**src/rtl/matrix_accel_pkg.sv**
```systemverilog
// Shared types for the matrix accelerator: FSM states, post-op mode codes
// and the output saturation helper.
package matrix_accel_pkg;

  typedef enum logic [1:0] {
    IDLE = 2'b00,
    MAC  = 2'b01,
    POST = 2'b10,
    OUT  = 2'b11
  } state_e;

  localparam logic [1:0] MODE_SAT   = 2'b00;
  localparam logic [1:0] MODE_RELU  = 2'b01;
  localparam logic [1:0] MODE_SHIFT = 2'b10;
  localparam logic [1:0] MODE_ABS   = 2'b11;

  // Clamp a wide signed value into the range of a w-bit signed result.
  function automatic logic signed [63:0] saturate(input logic signed [63:0] v, input int w);
    logic signed [63:0] hi;
    logic signed [63:0] lo;
    hi = (64'sd1 <<< (w - 1)) - 64'sd1;
    lo = -hi - 64'sd1;
    if (v > hi)      return hi;
    else if (v < lo) return lo;
    else             return v;
  endfunction

endpackage

```
**src/rtl/matrix_accel_postop.sv**
```systemverilog
// Combinational post-op on a finished dot product: optional bias add
// (MATRIX_ACCEL_BIAS_EN), then mode select and saturation to OUT_WIDTH.
module matrix_accel_postop
  import matrix_accel_pkg::*;
#(
  parameter int ACC_WIDTH = 19,
  parameter int OUT_WIDTH = 16
) (
  input  logic [ACC_WIDTH-1:0] acc_i,
  input  logic [1:0]           mode_i,
  input  logic [3:0]           shift_i,
`ifdef MATRIX_ACCEL_BIAS_EN
  input  logic [ACC_WIDTH-1:0] bias_i,
`endif
  output logic [OUT_WIDTH-1:0] res_o
);

  logic signed [63:0]          v;
  logic signed [OUT_WIDTH-1:0] r;

  always_comb begin
    v = 64'($signed(acc_i));
`ifdef MATRIX_ACCEL_BIAS_EN
    v = v + 64'($signed(bias_i));
`endif
    case (mode_i)
      MODE_RELU:  r = (v < 64'sd0) ? '0 : OUT_WIDTH'(saturate(v, OUT_WIDTH));
      MODE_SHIFT: r = OUT_WIDTH'(saturate(v >>> shift_i, OUT_WIDTH));
      MODE_ABS:   r = OUT_WIDTH'(saturate((v < 64'sd0) ? -v : v, OUT_WIDTH));
      default:    r = OUT_WIDTH'(saturate(v, OUT_WIDTH));
    endcase
  end

  assign res_o = r;

endmodule

```
**src/rtl/matrix_accel_engine.sv**
```systemverilog
// Runtime-sized signed matrix multiply C = A*B with one sequential MAC and a
// valid/ready result stream. Optional per-column bias: MATRIX_ACCEL_BIAS_EN.
module matrix_accel_engine
  import matrix_accel_pkg::*;
#(
  parameter int MAX_M      = 4,
  parameter int MAX_N      = 4,
  parameter int MAX_P      = 4,
  parameter int DATA_WIDTH = 8,
  parameter int OUT_WIDTH  = 16,
  parameter int ACC_WIDTH  = 2*DATA_WIDTH + $clog2(MAX_N) + 1
) (
  input  logic                            clk,
  input  logic                            rst_n,
  input  logic                            a_wen,
  input  logic [$clog2(MAX_M*MAX_N)-1:0]  a_addr,
  input  logic [DATA_WIDTH-1:0]           a_data,
  input  logic                            b_wen,
  input  logic [$clog2(MAX_N*MAX_P)-1:0]  b_addr,
  input  logic [DATA_WIDTH-1:0]           b_data,
`ifdef MATRIX_ACCEL_BIAS_EN
  input  logic                            bias_wen,
  input  logic [$clog2(MAX_P)-1:0]        bias_addr,
  input  logic [DATA_WIDTH-1:0]           bias_data,
`endif
  input  logic [$clog2(MAX_M):0]          cfg_m,
  input  logic [$clog2(MAX_N):0]          cfg_n,
  input  logic [$clog2(MAX_P):0]          cfg_p,
  input  logic [1:0]                      cfg_mode,
  input  logic [3:0]                      cfg_shift,
  input  logic                            start,
  output logic                            busy,
  output logic                            cfg_err,
  output logic [OUT_WIDTH-1:0]            out_data,
  output logic [$clog2(MAX_M)-1:0]        out_row,
  output logic [$clog2(MAX_P)-1:0]        out_col,
  output logic                            out_last,
  output logic                            out_valid,
  input  logic                            out_ready,
  output logic                            done
);

  localparam int MW  = $clog2(MAX_M) + 1;
  localparam int NW  = $clog2(MAX_N) + 1;
  localparam int PW  = $clog2(MAX_P) + 1;
  localparam int IW  = $clog2(MAX_M);
  localparam int KW  = $clog2(MAX_N);
  localparam int JW  = $clog2(MAX_P);
  localparam int AAW = $clog2(MAX_M*MAX_N);
  localparam int BAW = $clog2(MAX_N*MAX_P);

  logic [DATA_WIDTH-1:0] a_mem [MAX_M*MAX_N];
  logic [DATA_WIDTH-1:0] b_mem [MAX_N*MAX_P];

  state_e                  state_q, state_d;
  logic [MW-1:0]           m_q, m_d;
  logic [NW-1:0]           n_q, n_d;
  logic [PW-1:0]           p_q, p_d;
  logic [1:0]              mode_q, mode_d;
  logic [3:0]              shift_q, shift_d;
  logic [IW-1:0]           i_q, i_d;
  logic [KW-1:0]           k_q, k_d;
  logic [JW-1:0]           j_q, j_d;
  logic signed [ACC_WIDTH-1:0] acc_q, acc_d;
  logic                    busy_q, busy_d;
  logic                    cfg_err_q, cfg_err_d;
  logic                    done_q, done_d;
  logic [OUT_WIDTH-1:0]    out_data_q, out_data_d;
  logic [IW-1:0]           out_row_q, out_row_d;
  logic [JW-1:0]           out_col_q, out_col_d;
  logic                    out_last_q, out_last_d;
  logic                    out_valid_q, out_valid_d;

  logic signed [DATA_WIDTH-1:0] a_el, b_el;
  logic signed [ACC_WIDTH-1:0]  prod;
  logic [OUT_WIDTH-1:0]         post_res;
  logic                         dims_ok, k_last, j_last, elem_last;

  // Operand buffers are deliberately left out of reset; writes are frozen while a job runs.
  always_ff @(posedge clk) begin
    if (a_wen && !busy_q) a_mem[a_addr] <= a_data;
    if (b_wen && !busy_q) b_mem[b_addr] <= b_data;
  end

`ifdef MATRIX_ACCEL_BIAS_EN
  logic [DATA_WIDTH-1:0]       bias_mem [MAX_P];
  logic signed [ACC_WIDTH-1:0] bias_ext;
  always_ff @(posedge clk) begin
    if (bias_wen && !busy_q) bias_mem[bias_addr] <= bias_data;
  end
  assign bias_ext = ACC_WIDTH'($signed(bias_mem[j_q]));
`endif

  assign a_el = $signed(a_mem[AAW'(int'(i_q) * MAX_N + int'(k_q))]);
  assign b_el = $signed(b_mem[BAW'(int'(k_q) * MAX_P + int'(j_q))]);
  assign prod = ACC_WIDTH'(a_el) * ACC_WIDTH'(b_el);

  assign dims_ok   = (cfg_m != '0) && (int'(cfg_m) <= MAX_M) &&
                     (cfg_n != '0) && (int'(cfg_n) <= MAX_N) &&
                     (cfg_p != '0) && (int'(cfg_p) <= MAX_P);
  assign k_last    = ({1'b0, k_q} == n_q - NW'(1));
  assign j_last    = ({1'b0, j_q} == p_q - PW'(1));
  assign elem_last = j_last && ({1'b0, i_q} == m_q - MW'(1));

  matrix_accel_postop #(
    .ACC_WIDTH(ACC_WIDTH),
    .OUT_WIDTH(OUT_WIDTH)
  ) u_postop (
    .acc_i   (acc_q),
    .mode_i  (mode_q),
    .shift_i (shift_q),
`ifdef MATRIX_ACCEL_BIAS_EN
    .bias_i  (bias_ext),
`endif
    .res_o   (post_res)
  );

  always_comb begin
    state_d     = state_q;
    m_d         = m_q;
    n_d         = n_q;
    p_d         = p_q;
    mode_d      = mode_q;
    shift_d     = shift_q;
    i_d         = i_q;
    k_d         = k_q;
    j_d         = j_q;
    acc_d       = acc_q;
    busy_d      = busy_q;
    cfg_err_d   = 1'b0;
    done_d      = 1'b0;
    out_data_d  = out_data_q;
    out_row_d   = out_row_q;
    out_col_d   = out_col_q;
    out_last_d  = out_last_q;
    out_valid_d = out_valid_q;
    case (state_q)
      IDLE: begin
        if (start) begin
          if (dims_ok) begin
            m_d     = cfg_m;
            n_d     = cfg_n;
            p_d     = cfg_p;
            mode_d  = cfg_mode;
            shift_d = cfg_shift;
            i_d     = '0;
            j_d     = '0;
            k_d     = '0;
            acc_d   = '0;
            busy_d  = 1'b1;
            state_d = MAC;
          end else begin
            cfg_err_d = 1'b1;
          end
        end
      end
      MAC: begin
        acc_d = acc_q + prod;
        k_d   = k_q + KW'(1);
        if (k_last) state_d = POST;
      end
      POST: begin
        out_data_d  = post_res;
        out_row_d   = i_q;
        out_col_d   = j_q;
        out_last_d  = elem_last;
        out_valid_d = 1'b1;
        state_d     = OUT;
      end
      OUT: begin
        if (out_ready) begin
          out_valid_d = 1'b0;
          out_last_d  = 1'b0;
          if (out_last_q) begin
            busy_d  = 1'b0;
            done_d  = 1'b1;
            state_d = IDLE;
          end else begin
            if (j_last) begin
              j_d = '0;
              i_d = i_q + IW'(1);
            end else begin
              j_d = j_q + JW'(1);
            end
            acc_d   = '0;
            k_d     = '0;
            state_d = MAC;
          end
        end
      end
      default: state_d = IDLE;
    endcase
  end

  always_ff @(posedge clk or negedge rst_n) begin
    if (!rst_n) begin
      state_q     <= IDLE;
      m_q         <= '0;
      n_q         <= '0;
      p_q         <= '0;
      mode_q      <= '0;
      shift_q     <= '0;
      i_q         <= '0;
      k_q         <= '0;
      j_q         <= '0;
      acc_q       <= '0;
      busy_q      <= 1'b0;
      cfg_err_q   <= 1'b0;
      done_q      <= 1'b0;
      out_data_q  <= '0;
      out_row_q   <= '0;
      out_col_q   <= '0;
      out_last_q  <= 1'b0;
      out_valid_q <= 1'b0;
    end else begin
      state_q     <= state_d;
      m_q         <= m_d;
      n_q         <= n_d;
      p_q         <= p_d;
      mode_q      <= mode_d;
      shift_q     <= shift_d;
      i_q         <= i_d;
      k_q         <= k_d;
      j_q         <= j_d;
      acc_q       <= acc_d;
      busy_q      <= busy_d;
      cfg_err_q   <= cfg_err_d;
      done_q      <= done_d;
      out_data_q  <= out_data_d;
      out_row_q   <= out_row_d;
      out_col_q   <= out_col_d;
      out_last_q  <= out_last_d;
      out_valid_q <= out_valid_d;
    end
  end

  assign busy      = busy_q;
  assign cfg_err   = cfg_err_q;
  assign done      = done_q;
  assign out_data  = out_data_q;
  assign out_row   = out_row_q;
  assign out_col   = out_col_q;
  assign out_last  = out_last_q;
  assign out_valid = out_valid_q;

endmodule

```
**config.mk**
```make
export PLATFORM = sky130hd
export DESIGN_NAME = matrix_accel_engine
export DESIGN_NICKNAME = d
export VERILOG_FILES = /design/src/rtl/matrix_accel_pkg.sv /design/src/rtl/matrix_accel_postop.sv /design/src/rtl/matrix_accel_engine.sv
export SDC_FILE = /design/constraint.sdc
export NUM_CORES = 1
export LEC_CHECK = 0
export BUFFER_PORTS_ARGS = -buffer_cell sky130_fd_sc_hd__buf_2
export CAP_MARGIN = 20
export CORE_ASPECT_RATIO = 0.9
export CORE_MARGIN = 10
export CORE_UTILIZATION = 55
export CTS_CLUSTER_DIAMETER = 40
export DETAILED_ROUTE_END_ITERATION = 8
export GPL_TIMING_DRIVEN = 0
export PLACE_DENSITY = 0.77
export SLEW_MARGIN = 20
export SYNTH_ARGS = -nofsm -noshare
export SYNTH_HDL_FRONTEND = slang
export SYNTH_SLANG_ARGS = --single-unit
```
**constraint.sdc**
```tcl
create_clock -name clk -period 6.9 [get_ports clk]
set_clock_uncertainty 0.05 [all_clocks]
set_input_delay 1.38 -clock clk [delete_from_list [all_inputs] [get_ports clk]]
set_output_delay 1.38 -clock clk [all_outputs]
set_load 0.05 [all_outputs]
```
# Word-level counts from Yosys, hierarchy flattened
# Memory sizes are Yosys's and may differ from the RTL's.
# Cells that the tools add are included.
totals:
  regBits: 67
  ram_bits: 256
  in_bits: 45
  output_inout_bits: 25
  wordCells: 132
  memories: 2
op_classes:
  add_sub_neg: 10
  multipliers: 1
  magnitude_cmp: 10
  eq_ne: 16
  shift: 1
  muxes: 51
  reduce_logical: 23
memory_table:
  columns: ["memory", "words", "width", "rd", "rd_clocked_by_memory_dff", "wr", "line_no", "source"]
  rows:
  - ["a_mem", 16, 8, 1, 0, 1, "matrix_accel_engine.sv:52", "logic [DATA_WIDTH-1:0] a_mem [MAX_M*MAX_N];"]
  - ["b_mem", 16, 8, 1, 0, 1, "matrix_accel_engine.sv:53", "logic [DATA_WIDTH-1:0] b_mem [MAX_N*MAX_P];"]
ops:
  columns: ["cell", "n"]
  rows:
  - ["64-bit by 16-bit > comparator with 1-bit output, second input constant", 2]
  - ["64-bit by 16-bit < comparator with 1-bit output, second input constant", 2]
  - ["16-bit two-way mux", 7]
  - ["19-bit two-way mux", 4]
  - ["64-bit two-way mux", 1]
  - ["19-bit negator with 64-bit output", 1]
  - ["19-bit by 4-bit >>> shifter with 64-bit output", 1]
  - ["19-bit one-hot mux with 3 select lines", 1]
  - ["16-bit one-hot mux with 3 select lines", 1]
  - ["2-bit two-way mux", 14]
  - ["19-bit by 16-bit adder with 19-bit output", 1]
  - ["19-bit by 16-bit > comparator with 1-bit output, second input constant", 1]
  - ["19-bit by 1-bit < comparator with 1-bit output, second input constant", 1]
  - ["19-bit by 16-bit < comparator with 1-bit output, second input constant", 1]
  - ["8-bit by 8-bit multiplier with 16-bit output", 1]
  - ["1-bit two-way mux", 16]
  - ["5-bit AND reduction", 3]
  - ["2-bit inequality test, second input constant", 7]
  - ["3-bit nonzero test", 4]
  - ["2-bit by 3-bit equality test with 1-bit output", 3]
  - ["3-bit <= comparator, second input constant", 3]
  - ["3-bit by 1-bit subtractor with 3-bit output, second input constant", 3]
  - ["4-bit by 2-bit adder with 4-bit output", 2]
  - ["2-bit equality test, second input constant", 4]
  - ["14 further kinds", 28]

# Longest topological paths before layout
depth:
  ltp_word: 9
  ltp_mapped: 24
  depth_no_buf: 22

# Modules after synthesis
# Synthesis repeated with hierarchy kept, for this count alone.
unflattened:
  hier_cells: 1325
  hier_area_um2: 18177.4
by_module_without_submodules:
  columns: ["mod", "instances", "cells_each", "area_per_inst_um2", "seq_area_each_um2"]
  rows:
  - ["matrix_accel_engine", 1, 1065, 16358.2, 9364.0]
  - ["matrix_accel_postop", 1, 260, 1819.2, 0.0]

# Least setup slack after synthesis
# OpenSTA, ideal clock, no wires.
synth_timing:
  path_kind: "register to register"
  start: "register j_q[0]"
  end: "register acc_q[18]"
  setup_ps: 138
  arrival_ps: 6341
  t_required_ps: 6712
  path_slack_ps: 371
  path_stages_with_launch: 21
  path_buffers: 2
  period_less_slack_ps: 6529
  path_cell_list: "dfrtp_1 > buf_2 > buf_2 > mux4_2 > mux4_2 > and2_1 > inv_1 > fa_1 > inv_1 > fa_1 > fa_1 > fa_1 > fa_1 > ha_1 > o21ai_0 > o21ai_0 > a311oi_1 > o21ai_0 > xnor2_1 > a21oi_1 > o22ai_1"
synth_via:
  elab_chain_len: 5
synth_rtl:
  columns: ["item", "line_no", "source"]
  rows:
  - ["start, declared", "matrix_accel_engine.sv:63", "logic [JW-1:0] j_q, j_d;"]
  - ["start signal, assigned", "matrix_accel_engine.sv:224", "j_q <= j_d;"]
  - ["4-bit by 2-bit adder with 4-bit output", "matrix_accel_engine.sv:95", "assign b_el = $signed(b_mem[BAW'(int'(k_q) * MAX_P + int'(j_q))]);"]
  - ["memory 16 x 8 bit", null, null]
  - ["8-bit by 8-bit multiplier with 16-bit output", "matrix_accel_engine.sv:96", "assign prod = ACC_WIDTH'(a_el) * ACC_WIDTH'(b_el);"]
  - ["19-bit by 16-bit adder with 19-bit output", "matrix_accel_engine.sv:158", "acc_d = acc_q + prod;"]
  - ["19-bit one-hot mux with 3 select lines", "matrix_accel_engine.sv:137", "case (state_q)"]
  - ["end signal, assigned", "matrix_accel_engine.sv:206", "acc_q <= '0;"]
  - ["end signal, assigned", "matrix_accel_engine.sv:225", "acc_q <= acc_d;"]
  - ["end, declared", "matrix_accel_engine.sv:64", "logic signed [ACC_WIDTH-1:0] acc_q, acc_d;"]
# Every way passes these cells.
# A chain may end at the register's enable or synchronous reset.

# Worst setup path in the final report
layout_timing:
  start: "register k_q[0]"
  end: "register acc_q[18]"
layout_via:
  elab_chain_len: 5
  word_cells_on_any_way: 7
  classes_between: "add/sub: 3; mul: 1; mux: 1; memory: 2"
layout_rtl:
  columns: ["item", "line_no", "source"]
  rows:
  - ["start, declared", "matrix_accel_engine.sv:62", "logic [KW-1:0] k_q, k_d;"]
  - ["start signal, assigned", "matrix_accel_engine.sv:223", "k_q <= k_d;"]
  - ["4-bit by 2-bit adder with 4-bit output (on tied branches)", "matrix_accel_engine.sv:94, matrix_accel_engine.sv:95", null]
  - ["memory 16 x 8 bit (on tied branches)", null, null]
  - ["8-bit by 8-bit multiplier with 16-bit output *", "matrix_accel_engine.sv:96", null]
  - ["19-bit by 16-bit adder with 19-bit output *", "matrix_accel_engine.sv:158", null]
  - ["19-bit one-hot mux with 3 select lines *", "matrix_accel_engine.sv:137", null]
# Every way passes the cells marked *; elsewhere a longest branch is shown, timed or not.

==> flow_metrics.env <==
export IMPL_worst_r2r_cell_count=19
export IMPL_synth_edf_count=256
export IMPL_min_to="out_data[13]$_DFFE_PN0P_"
export IMPL_port_buffers=69
export IMPL_wirelength_mm=44.5
export IMPL_ys_seq_area_frac=0.527
export IMPL_worstPathArrival_ns=6.97
export IMPL_drtIter0Drc=986
export IMPL_post_synth_instance_area_um2=17800
export IMPL_worst_setup_path_start_kind="flip-flop"
export IMPL_yosys_warnings=0
export IMPL_end_kind="flip-flop"
export IMPL_cts_inserted_buffers=37
export IMPL_period_share=0.953
export IMPL_grt_pass1_wl_mm=69.7
export IMPL_timing_fmax_mhz=152
export IMPL_min_from="out_data[13]$_DFFE_PN0P_"
export IMPL_dp_cells=1767
export IMPL_post_synth_top_count_cell="edfxtp_1"
export IMPL_whs_path_depth=1
export IMPL_rows=62
export IMPL_cts_tree="built"
export IMPL_post_synth_num_cell_types=72
export IMPL_antenna_found_initial=2
export IMPL_clk_pin_slew_ns=0.05
export IMPL_yosys_area_share_adder=0.133
export IMPL_async_reset_ff_frac=0.207
export IMPL_worstMarginPinSlew_ns=1.11
export IMPL_hold_path_class="flip-flop to flip-flop"
export IMPL_insertion_delay_ns=0.54
export IMPL_dpl_instance_area_um2=18800
export IMPL_cts_max_level=2
export IMPL_synth_seq_cells=323
export IMPL_setup_violations_final=0
export IMPL_synthMuxAreaShare=0.138
export IMPL_coreArea_um2=31900
export IMPL_netlist_area_leader_share=0.432
export IMPL_finalHoldViolations=0
export IMPL_synthXorXnorAreaFrac=0.0163
export IMPL_die_area_um2=39900
export IMPL_maxSlewHeadroom=0.256
export IMPL_synth_simple_gate_area_share=0.0809
export IMPL_drc=0
export IMPL_maxCapViolCount=0
export IMPL_final_layout_size_suffix_gt1_frac=0.211
export IMPL_dr_pass1_iters=7
export IMPL_grt_pass1_vias=11600
export IMPL_die_w_um=210
export IMPL_num_io_pins=70
export IMPL_synthTopCellsByCount="edfxtp_1, inv_1, mux4_2"
export IMPL_clock_tree_buffer_depth=3
export IMPL_critPathKind="flip-flop to flip-flop"
export IMPL_netlist_instances=1274
export IMPL_worstPathRequired_ns=7.29
export IMPL_via_per_inst=6.19
export IMPL_place_congestion=0.925
export IMPL_clock_sink_count=323
export IMPL_r2r_end="acc_q[18]$_DFFE_PN0P_"
export IMPL_dp_slack_ns=-0.931
export IMPL_clockRootBuffer="clkbuf_16"
export IMPL_setup_slack_ns=0.325
export IMPL_grt_max_degree=52
export IMPL_period_needed_ns=6.57
export IMPL_synthFlopType="edfxtp_1"
export IMPL_stdcell_count=1842
export IMPL_synth_compound_area_frac=0.0662
export IMPL_yosysTopAreaCell="edfxtp_1"
export IMPL_crit_fanout=10
export IMPL_ff2ff_setup_slack_ns=0.33
export IMPL_r2r_start="k_q[0]$_DFFE_PN0P_"
export IMPL_vias=11400
export IMPL_die_h_um=191
export IMPL_hold_buffers=0
export IMPL_grt_use_total=0.225
export IMPL_synth_area_per_cell_um2=14.0
export IMPL_synthesis_nets=1457
export IMPL_drv_slew=0
export IMPL_layout_nets=1580
export IMPL_start_util=0.558
export IMPL_synth_area_top_cells="edfxtp_1, mux4_2, fa_1"
export IMPL_status="finished, final reports clean"
export IMPL_final_cell_area_um2=20100
export IMPL_synth_top_family_by_area="multiplexers"
export IMPL_antenna_left=0
export IMPL_routedWlPerCell_um=24.2
export IMPL_timing_hold_ws_ns=0.448
export IMPL_dp_final_hpwl_mm=31.1
export IMPL_gr_total_overflow=0
export IMPL_area_delta_synth_final_pct=13.2
-- layout make-up --
type / count / area [um2]
sequential: 323 / 9370
buffer: 63 / 339
clock inverter: 21 / 181
tap: 416 / 520
antenna: 1 / 2.50
inverter: 114 / 428
clock buffer: 46 / 991
multi-input combinational: 773 / 7800
timing repair buffer: 85 / 488
fill: 2314 / 11800
-- cell usage in the layout (no fill, tap or decap), drive strengths merged, types with 24 or more instances in the layout --
| master | n |
|---|---|
| a21oi | 28 |
| and2 | 38 |
| buf | 105 |
| clkbuf | 89 |
| dfrtp | 67 |
| edfxtp | 256 |
| fa | 84 |
| ha | 54 |
| inv | 118 |
| mux2i | 24 |
| mux4 | 89 |
| nand2 | 88 |
| nor2 | 71 |
| o21ai | 63 |
-- metrics by stage --
step	setup TNS, ns	util
2_1_floorplan	0	-
3_3_place_gp	-3.96	0.585
3_5_place_dp	-4.45	0.589
4_1_cts	-0.0207	0.627
5_1_grt	-0.00125	0.631
6_report	0	0.631
-- critical path, cell delays in order, from the launching register on --
cell and delay, ns:
dfrtp_1 0.35, buf_6 0.19, buf_12 0.18, mux4_2 0.54
mux4_2 0.58, or2_2 0.33, fa_1 0.52, fa_1 0.54
inv_1 0.05, fa_1 0.50, fa_1 0.57, fa_1 0.46
ha_4 0.28, o21ai_1 0.16, o21ai_1 0.14, a311oi_2 0.34
o21ai_0 0.15, xnor2_1 0.30, a21oi_1 0.11, o22ai_1 0.13
-- state kept, by name, summed over array words and instances (netlist names), 3 cells and up --
signal,cells
a_mem,128
b_mem,128
acc_q,19
out_data,16
shift_q,4
m_q,3
n_q,3
p_q,3
-- worst max-delay path by stage --
stage	from	end	slack [ns]	cells after the start
6_report	k_q[0]$_DFFE_PN0P_	acc_q[18]$_DFFE_PN0P_	0.33	19
4_1_cts	j_q[0]$_DFFE_PN0P_	acc_q[18]$_DFFE_PN0P_	-0.02	20
3_3_place_gp	k_q[1]$_DFFE_PN0P_	acc_q[18]$_DFFE_PN0P_	-0.90	20
5_1_grt	j_q[0]$_DFFE_PN0P_	acc_q[18]$_DFFE_PN0P_	-0.001	20
3_5_place_dp	k_q[1]$_DFFE_PN0P_	acc_q[18]$_DFFE_PN0P_	-0.93	20
2_1_floorplan	j_q[0]$_DFFE_PN0P_	acc_q[18]$_DFFE_PN0P_	0.37	20
-- logic make-up (layout without fill, tap and decap cells) --
kind of cell | after synthesis | after routing
other | 0 | 1
flip-flops | 323 | 323
AND/OR/NAND/NOR | 292 | 292
AO/OA/AOI/OAI | 178 | 178
multiplexers | 132 | 132
buffers and inverters | 178 | 329
XOR/XNOR | 33 | 33
adder cells (fa/ha/maj) | 138 | 138
-- layer usage --
metal,global-route usage,vias to the layer above,wire length [um]
met5,0,-,20
met4,0.0650,2,1170
li1,-,4983,-
met3,0.0445,109,3300
met2,0.375,540,22200
met1,0.297,5764,17900
-- what timing repair did --
action,4_1_cts,5_1_grt
buffers inserted,0,8
cloned,0,0
setup endpoints to repair,11,6
gates resized for setup,25,19
pin swaps,0,2
Power is not shown: default switching activity piles up to over one toggle a cycle in this logic, so the estimate is an artifact.
